===== src/rtl/regfile_writeback_pkg.sv =====
// Shared definitions for the register-file write-back block.
//   ls_size_e            : load size encodings carried on lsu_size
//   DEFAULT_STARVE_LIMIT : default cap on consecutive LSU grants while the ALU waits
package regfile_writeback_pkg;

  typedef enum logic [1:0] {
    LS_BYTE = 2'd0,
    LS_HALF = 2'd1,
    LS_WORD = 2'd2,
    LS_RSVD = 2'd3
  } ls_size_e;

  localparam int DEFAULT_STARVE_LIMIT = 4;

endpackage


===== src/rtl/regfile_writeback_load_align.sv =====
// load_align: purely combinational load-data extraction.
//   raw    : aligned 32-bit memory word
//   size   : LS_BYTE / LS_HALF / LS_WORD (reserved encoding yields 0)
//   zext   : 1 = zero-extend, 0 = sign-extend
//   offset : byte offset within the word (bit 0 ignored for halves)
//   value  : extracted, extended 32-bit result
module load_align
  import regfile_writeback_pkg::*;
(
  input  logic [31:0] raw,
  input  logic [1:0]  size,
  input  logic        zext,
  input  logic [1:0]  offset,
  output logic [31:0] value
);

  logic [7:0]  byte_sel;
  logic [15:0] half_sel;

  always_comb begin
    byte_sel = 8'(raw >> {offset, 3'b000});
    half_sel = 16'(raw >> {offset[1], 4'b0000});
    value    = '0;
    case (ls_size_e'(size))
      LS_BYTE: value = {{24{~zext & byte_sel[7]}}, byte_sel};
      LS_HALF: value = {{16{~zext & half_sel[15]}}, half_sel};
      LS_WORD: value = raw;
      default: value = '0;
    endcase
  end

endmodule


===== src/rtl/regfile_writeback.sv =====
// regfile_writeback: sole producer of the integer register file write port.
//   ALU / LSU valid-ready inputs : result sources, one accepted per cycle
//   iss_valid / iss_rd           : destination of an issuing instruction (sets pending)
//   rs1 / rs2 -> rs1_busy/rs2_busy : combinational pending lookup for decode
//   wen / rd / dataD             : registered write port, 1-cycle after accept
// The LSU normally wins; after STARVE_LIMIT consecutive LSU grants with the
// ALU waiting, the ALU is forced through for one grant.
module regfile_writeback
  import regfile_writeback_pkg::*;
#(
  parameter int ADDR_WIDTH   = 5,
  parameter int DATA_WIDTH   = 32,
  parameter int STARVE_LIMIT = DEFAULT_STARVE_LIMIT
) (
  input  logic                  clk,
  input  logic                  rst_n,
  input  logic                  alu_valid,
  output logic                  alu_ready,
  input  logic [ADDR_WIDTH-1:0] alu_rd,
  input  logic [DATA_WIDTH-1:0] alu_data,
  input  logic                  lsu_valid,
  output logic                  lsu_ready,
  input  logic [ADDR_WIDTH-1:0] lsu_rd,
  input  logic [31:0]           lsu_raw,
  input  logic [1:0]            lsu_size,
  input  logic                  lsu_unsigned,
  input  logic [1:0]            lsu_offset,
  input  logic                  iss_valid,
  input  logic [ADDR_WIDTH-1:0] iss_rd,
  input  logic [ADDR_WIDTH-1:0] rs1,
  input  logic [ADDR_WIDTH-1:0] rs2,
  output logic                  rs1_busy,
  output logic                  rs2_busy,
  output logic                  wen,
  output logic [ADDR_WIDTH-1:0] rd,
  output logic [DATA_WIDTH-1:0] dataD
);

  localparam int NREG = 1 << ADDR_WIDTH;
  localparam int CW   = $clog2(STARVE_LIMIT + 1);
  localparam logic [CW-1:0] LIMIT = CW'(STARVE_LIMIT);

  if (DATA_WIDTH != 32) begin : g_width_chk
    $error("regfile_writeback: load extraction requires DATA_WIDTH == 32");
  end

  logic [CW-1:0]           starve_cnt;
  logic [NREG-1:0]         pending, pending_nxt;
  logic                    force_alu, alu_acc, lsu_acc, acc;
  logic [ADDR_WIDTH-1:0]   sel_rd;
  logic [DATA_WIDTH-1:0]   sel_data;
  logic [31:0]             load_val;

  load_align u_load_align (
    .raw    (lsu_raw),
    .size   (lsu_size),
    .zext   (lsu_unsigned),
    .offset (lsu_offset),
    .value  (load_val)
  );

  // Readies never look at their own source's valid, so the two accepts are
  // mutually exclusive by construction.
  assign force_alu = (starve_cnt == LIMIT);
  assign lsu_ready = ~force_alu;
  assign alu_ready = ~lsu_valid | force_alu;
  assign alu_acc   = alu_valid & alu_ready;
  assign lsu_acc   = lsu_valid & lsu_ready;
  assign acc       = alu_acc | lsu_acc;
  assign sel_rd    = alu_acc ? alu_rd   : lsu_rd;
  assign sel_data  = alu_acc ? alu_data : DATA_WIDTH'(load_val);

  // Clear on accept first, then set, so a new issuer of the same index wins.
  always_comb begin
    pending_nxt = pending;
    if (acc)
      pending_nxt[sel_rd] = 1'b0;
    if (iss_valid && iss_rd != '0)
      pending_nxt[iss_rd] = 1'b1;
    pending_nxt[0] = 1'b0;
  end

  assign rs1_busy = pending[rs1];
  assign rs2_busy = pending[rs2];

  always_ff @(posedge clk) begin
    if (!rst_n) begin
      wen        <= 1'b0;
      rd         <= '0;
      dataD      <= '0;
      pending    <= '0;
      starve_cnt <= '0;
    end else begin
      pending <= pending_nxt;
      wen     <= acc && (sel_rd != '0);
      // x0 results are consumed but leave rd/dataD untouched.
      if (acc && sel_rd != '0) begin
        rd    <= sel_rd;
        dataD <= sel_data;
      end
      if (!alu_valid || alu_acc)
        starve_cnt <= '0;
      else if (lsu_acc && !force_alu)
        starve_cnt <= starve_cnt + 1'b1;
    end
  end

endmodule

===== config.mk =====
export PLATFORM = sky130hd
export DESIGN_NAME = regfile_writeback
export DESIGN_NICKNAME = d
export VERILOG_FILES = /design/src/rtl/regfile_writeback_pkg.sv /design/src/rtl/regfile_writeback_load_align.sv /design/src/rtl/regfile_writeback.sv
export SDC_FILE = /design/constraint.sdc
export NUM_CORES = 1
export LEC_CHECK = 0
export CAP_MARGIN = 20
export CORE_AREA = 2 2 119 121
export DETAILED_ROUTE_END_ITERATION = 8
export DIE_AREA = 0 0 121 123
export PLACE_DENSITY = 0.61
export SLEW_MARGIN = 20
export SYNTH_ARGS = -nofsm -noshare
export SYNTH_HDL_FRONTEND = slang
export SYNTH_SLANG_ARGS = --single-unit

===== constraint.sdc =====
create_clock -name clk -period 2.8 [get_ports clk]
set_input_delay 0.42 -clock clk [delete_from_list [all_inputs] [get_ports clk]]
set_output_delay 0.42 -clock clk [all_outputs]
set_load 0.02 [all_outputs]

==> load_flow_metrics.sql <==
INSERT INTO impl_metrics (metric_group, metric, value, unit) VALUES
('pwr', 'cellPowerDensity', '461', 'nW/um2'),
('synthesis', 'synthTopCellsByCount', 'dfxtp_1, nor2_1, a21oi_1, nand2_1, a211oi_1', ''),
('setup_path', 'worst_ep_required_time', '2.38', 'ns'),
('pwr', 'p_total', '2.91', 'mW'),
('synthesis', 'largest_area_contributor_in_the_netlist', 'dfxtp_1', ''),
('detailed_routing', 'routed_via_density', '5.37', ''),
('synthesis', 'yosys.area.top_type_share', '32.9', '%'),
('sta', 'rsz0062_at_grt', 'no', ''),
('synthesis', 'synth_enable_flop_cells', '0', ''),
('setup_path', 'critical_path.startpoint', 'rs2[0]', ''),
('sta', 'timing.final.max_slew_violations', '0', ''),
('global_routing', 'grt_pass1_wl', '24.1', 'mm'),
('status', 'run_status', 'finished, final reports clean', ''),
('clock_network', 'cts_tree', 'built', ''),
('synthesis', 'netlist-cell-type-count', '50', ''),
('cells_and_area', 'post-route-util', '46.4', '%'),
('sta', 'timing.final.hold_violations', '0', ''),
('detailed_routing', 'drt-total-wl', '15.4', 'mm'),
('global_routing', 'via_count_of_the_first_global_routing_pass', '4484', ''),
('die', 'floorplan.die.width', '121', 'um'),
('cells_and_area', 'post_route_cells_drive_above_1_share', '16.3', '%'),
('flow_run', 'drv_cap', '0', ''),
('die', 'core_area', '13600', 'um2'),
('synthesis', 'yosys_warnings', '0', ''),
('die', 'top_level_ports', '141', ''),
('cells_and_area', 'post_layout_nonfiller_instances', '819', ''),
('detailed_routing', 'detailedRoute.firstIterationViolations', '233', ''),
('clock_network', 'clock_latency', '0.34', 'ns'),
('sta', 'finalWorstPathRequiredPeriod', '2.75', 'ns'),
('detailed_routing', 'drt_first_pass_iters', '4', ''),
('sta', 'max_slew.worst_pin.slew', '0.824', 'ns'),
('detailed_routing', 'post-route-drc-count', '0', ''),
('synthesis', 'ys_seq_elements', '72', ''),
('die', 'floorplan.die_area', '14900', 'um2'),
('sta', 'min_period_over_period', '98.3', '%'),
('pwr', 'worst_ir_drop_vdd', '0.000244', 'V'),
('global_routing', 'antenna_found_initial', '0', ''),
('cells_and_area', 'final_net_count', '738', ''),
('die', 'floorplan.initialDensity', '32.2', '%'),
('synthesis', 'synth-main-ff-cell', 'dfxtp_1', ''),
('pwr', 'power_leakage', '2.31', 'nW'),
('synthesis', 'synth-async-reset-ratio', '0', '%'),
('setup_path', 'setup.worst_path.start_class', 'input port', ''),
('sta', 'timing.fmax', '0.363', 'GHz'),
('sta', 'finClkSkew', '0.00554', 'ns'),
('global_routing', 'grtUsageTotal', '21.4', '%'),
('sta', 'setup_tns', '0', 'ns'),
('setup_path', 'crit_end_element', 'output port', ''),
('min_path', 'type_of_the_tightest_min_delay_check', 'flop to flop', ''),
('min_path', 'holdCritStartpoint', 'starve_cnt[0]', ''),
('placed_design', 'place_ws', '-0.486', 'ns'),
('setup_path', 'worstSetupPathType', 'input port to output port', ''),
('die', 'fp.dieH', '123', 'um'),
('die', 'std_cell_rows', '43', ''),
('sta', 'relSlewSlack', '44.6', '%'),
('synthesis', 'syn-mean-instance-area', '8.66', 'um2'),
('clock_network', 'numClockSinks', '72', ''),
('cells_and_area', 'area_growth', '44.0', '%'),
('synthesis', 'yosys.cell_count.top_type', 'dfxtp_1', ''),
('synthesis', 'post_synth_instance_area', '4380', 'um2'),
('placed_design', 'place_area', '6020', 'um2'),
('global_routing', 'maximum_number_of_pins_on_one_net_before_global_route_repair', '58', ''),
('placed_design', 'hpwl_after_detailed_placement', '12.1', 'mm'),
('synthesis', 'synth-seq-area-share', '32.9', '%'),
('placed_design', 'placed_cells_incl_taps', '804', ''),
('synthesis', 'syn-num-nets', '607', ''),
('synthesis', 'synthTopCellsByArea', 'dfxtp_1, mux4_2, a211oi_1', ''),
('clock_network', 'clk_transition_reported_paths', '0.06', 'ns'),
('cells_and_area', 'ant_diodes', '0', ''),
('detailed_routing', 'drt.antenna.violating_nets', '0', ''),
('global_routing', 'globalRoute.totalOverflow', '0', '');
==> cell type report <==
cell class / instances / area (um2)
fill: 1320 / 7300
multi-input combinational: 375 / 2690
timing repair buffer: 162 / 1630
sequential: 72 / 1440
clock buffer: 12 / 256
tap: 180 / 225
inverter: 17 / 66.3
clock inverter: 1 / 5.00
==> where the power goes <==
group	internal (mW)	switching, mW	total, mW
clock	0.632	0.432	1.06
combinational	0.370	0.363	0.733
sequential	1.08	0.0328	1.11
==> what timing repair did <==
action	4_1_cts	5_1_grt
buffers inserted	1	0
hold buffers	0	0
setup endpoints to repair	2	0
gates resized for setup	10	0
==> path summary, 6_finish.rpt <==
kind	endpoint	slack [ns]	cells past startpoint
hold / removal	starve_cnt[0]	0.45	1
hold reg to reg	starve_cnt[0]	0.45	1
setup reg to reg	dataD[20]	0.43	11
setup / recovery	rs2_busy	0.05	6
==> cells by family (layout without fill, tap and decap cells) <==
family / count (synthesis) / in the layout / share of synthesized area [%]
compound gates: 173 / 173 / 27.2
xor+xnor: 1 / 1 / 0.200
fa+ha+maj: 2 / 2 / 0.571
buf+inv: 59 / 192 / 5.83
flops: 72 / 72 / 32.9
mux: 42 / 42 / 16.2
simple gates: 157 / 157 / 17.1
==> state kept, by name (all words and copies together) (netlist names) <==
| name | flops |
|---|---|
| pending | 31 |
| dataD | 32 |
| rd | 5 |
| starve_cnt | 3 |
| wen | 1 |
==> routing by layer <==
| layer | up-vias | GRT usage (%) | share of wire (%) |
|---|---|---|---|
| met1 | 2091 | 23.1 | 39 |
| met2 | 150 | 38.5 | 50 |
| li1 | 2132 | - | - |
| met3 | 23 | 6.83 | 8.2 |
| met5 | - | 0 | 0 |
| met4 | 0 | 9.30 | 2.7 |
==> cell usage in the layout (no fill, tap or decap), types with 4 or more instances in the layout <==
master | Yosys | layout
and3_1 | 16 | 16
nor2_1 | 59 | 59
a211oi_2 | 10 | 10
a21oi_1 | 52 | 52
or3_4 | 4 | 4
a221oi_1 | 8 | 8
dfxtp_1 | 72 | 72
clkdlybuf4s50_1 | 0 | 136
nand2_1 | 52 | 52
o21ai_1 | 11 | 11
clkbuf_16 | 0 | 9
nand2b_1 | 4 | 4
mux2_2 | 14 | 14
o31ai_1 | 6 | 6
nand3_1 | 4 | 4
buf_12 | 0 | 4
o221ai_1 | 7 | 7
nor2b_1 | 7 | 6
mux4_2 | 19 | 19
buf_4 | 1 | 17
inv_1 | 16 | 15
o211ai_2 | 4 | 4
o21ai_0 | 24 | 24
a211oi_1 | 38 | 38
==> worst max-delay path, cell delays in order <==
cell and delay (ns):
dlygate4sd2_1 0.27, bufbuf_16 0.28, mux4_2 0.48, mux4_2 0.45, mux2_2 0.27, buf_2 0.16
(Power assumes the default switching activity.)
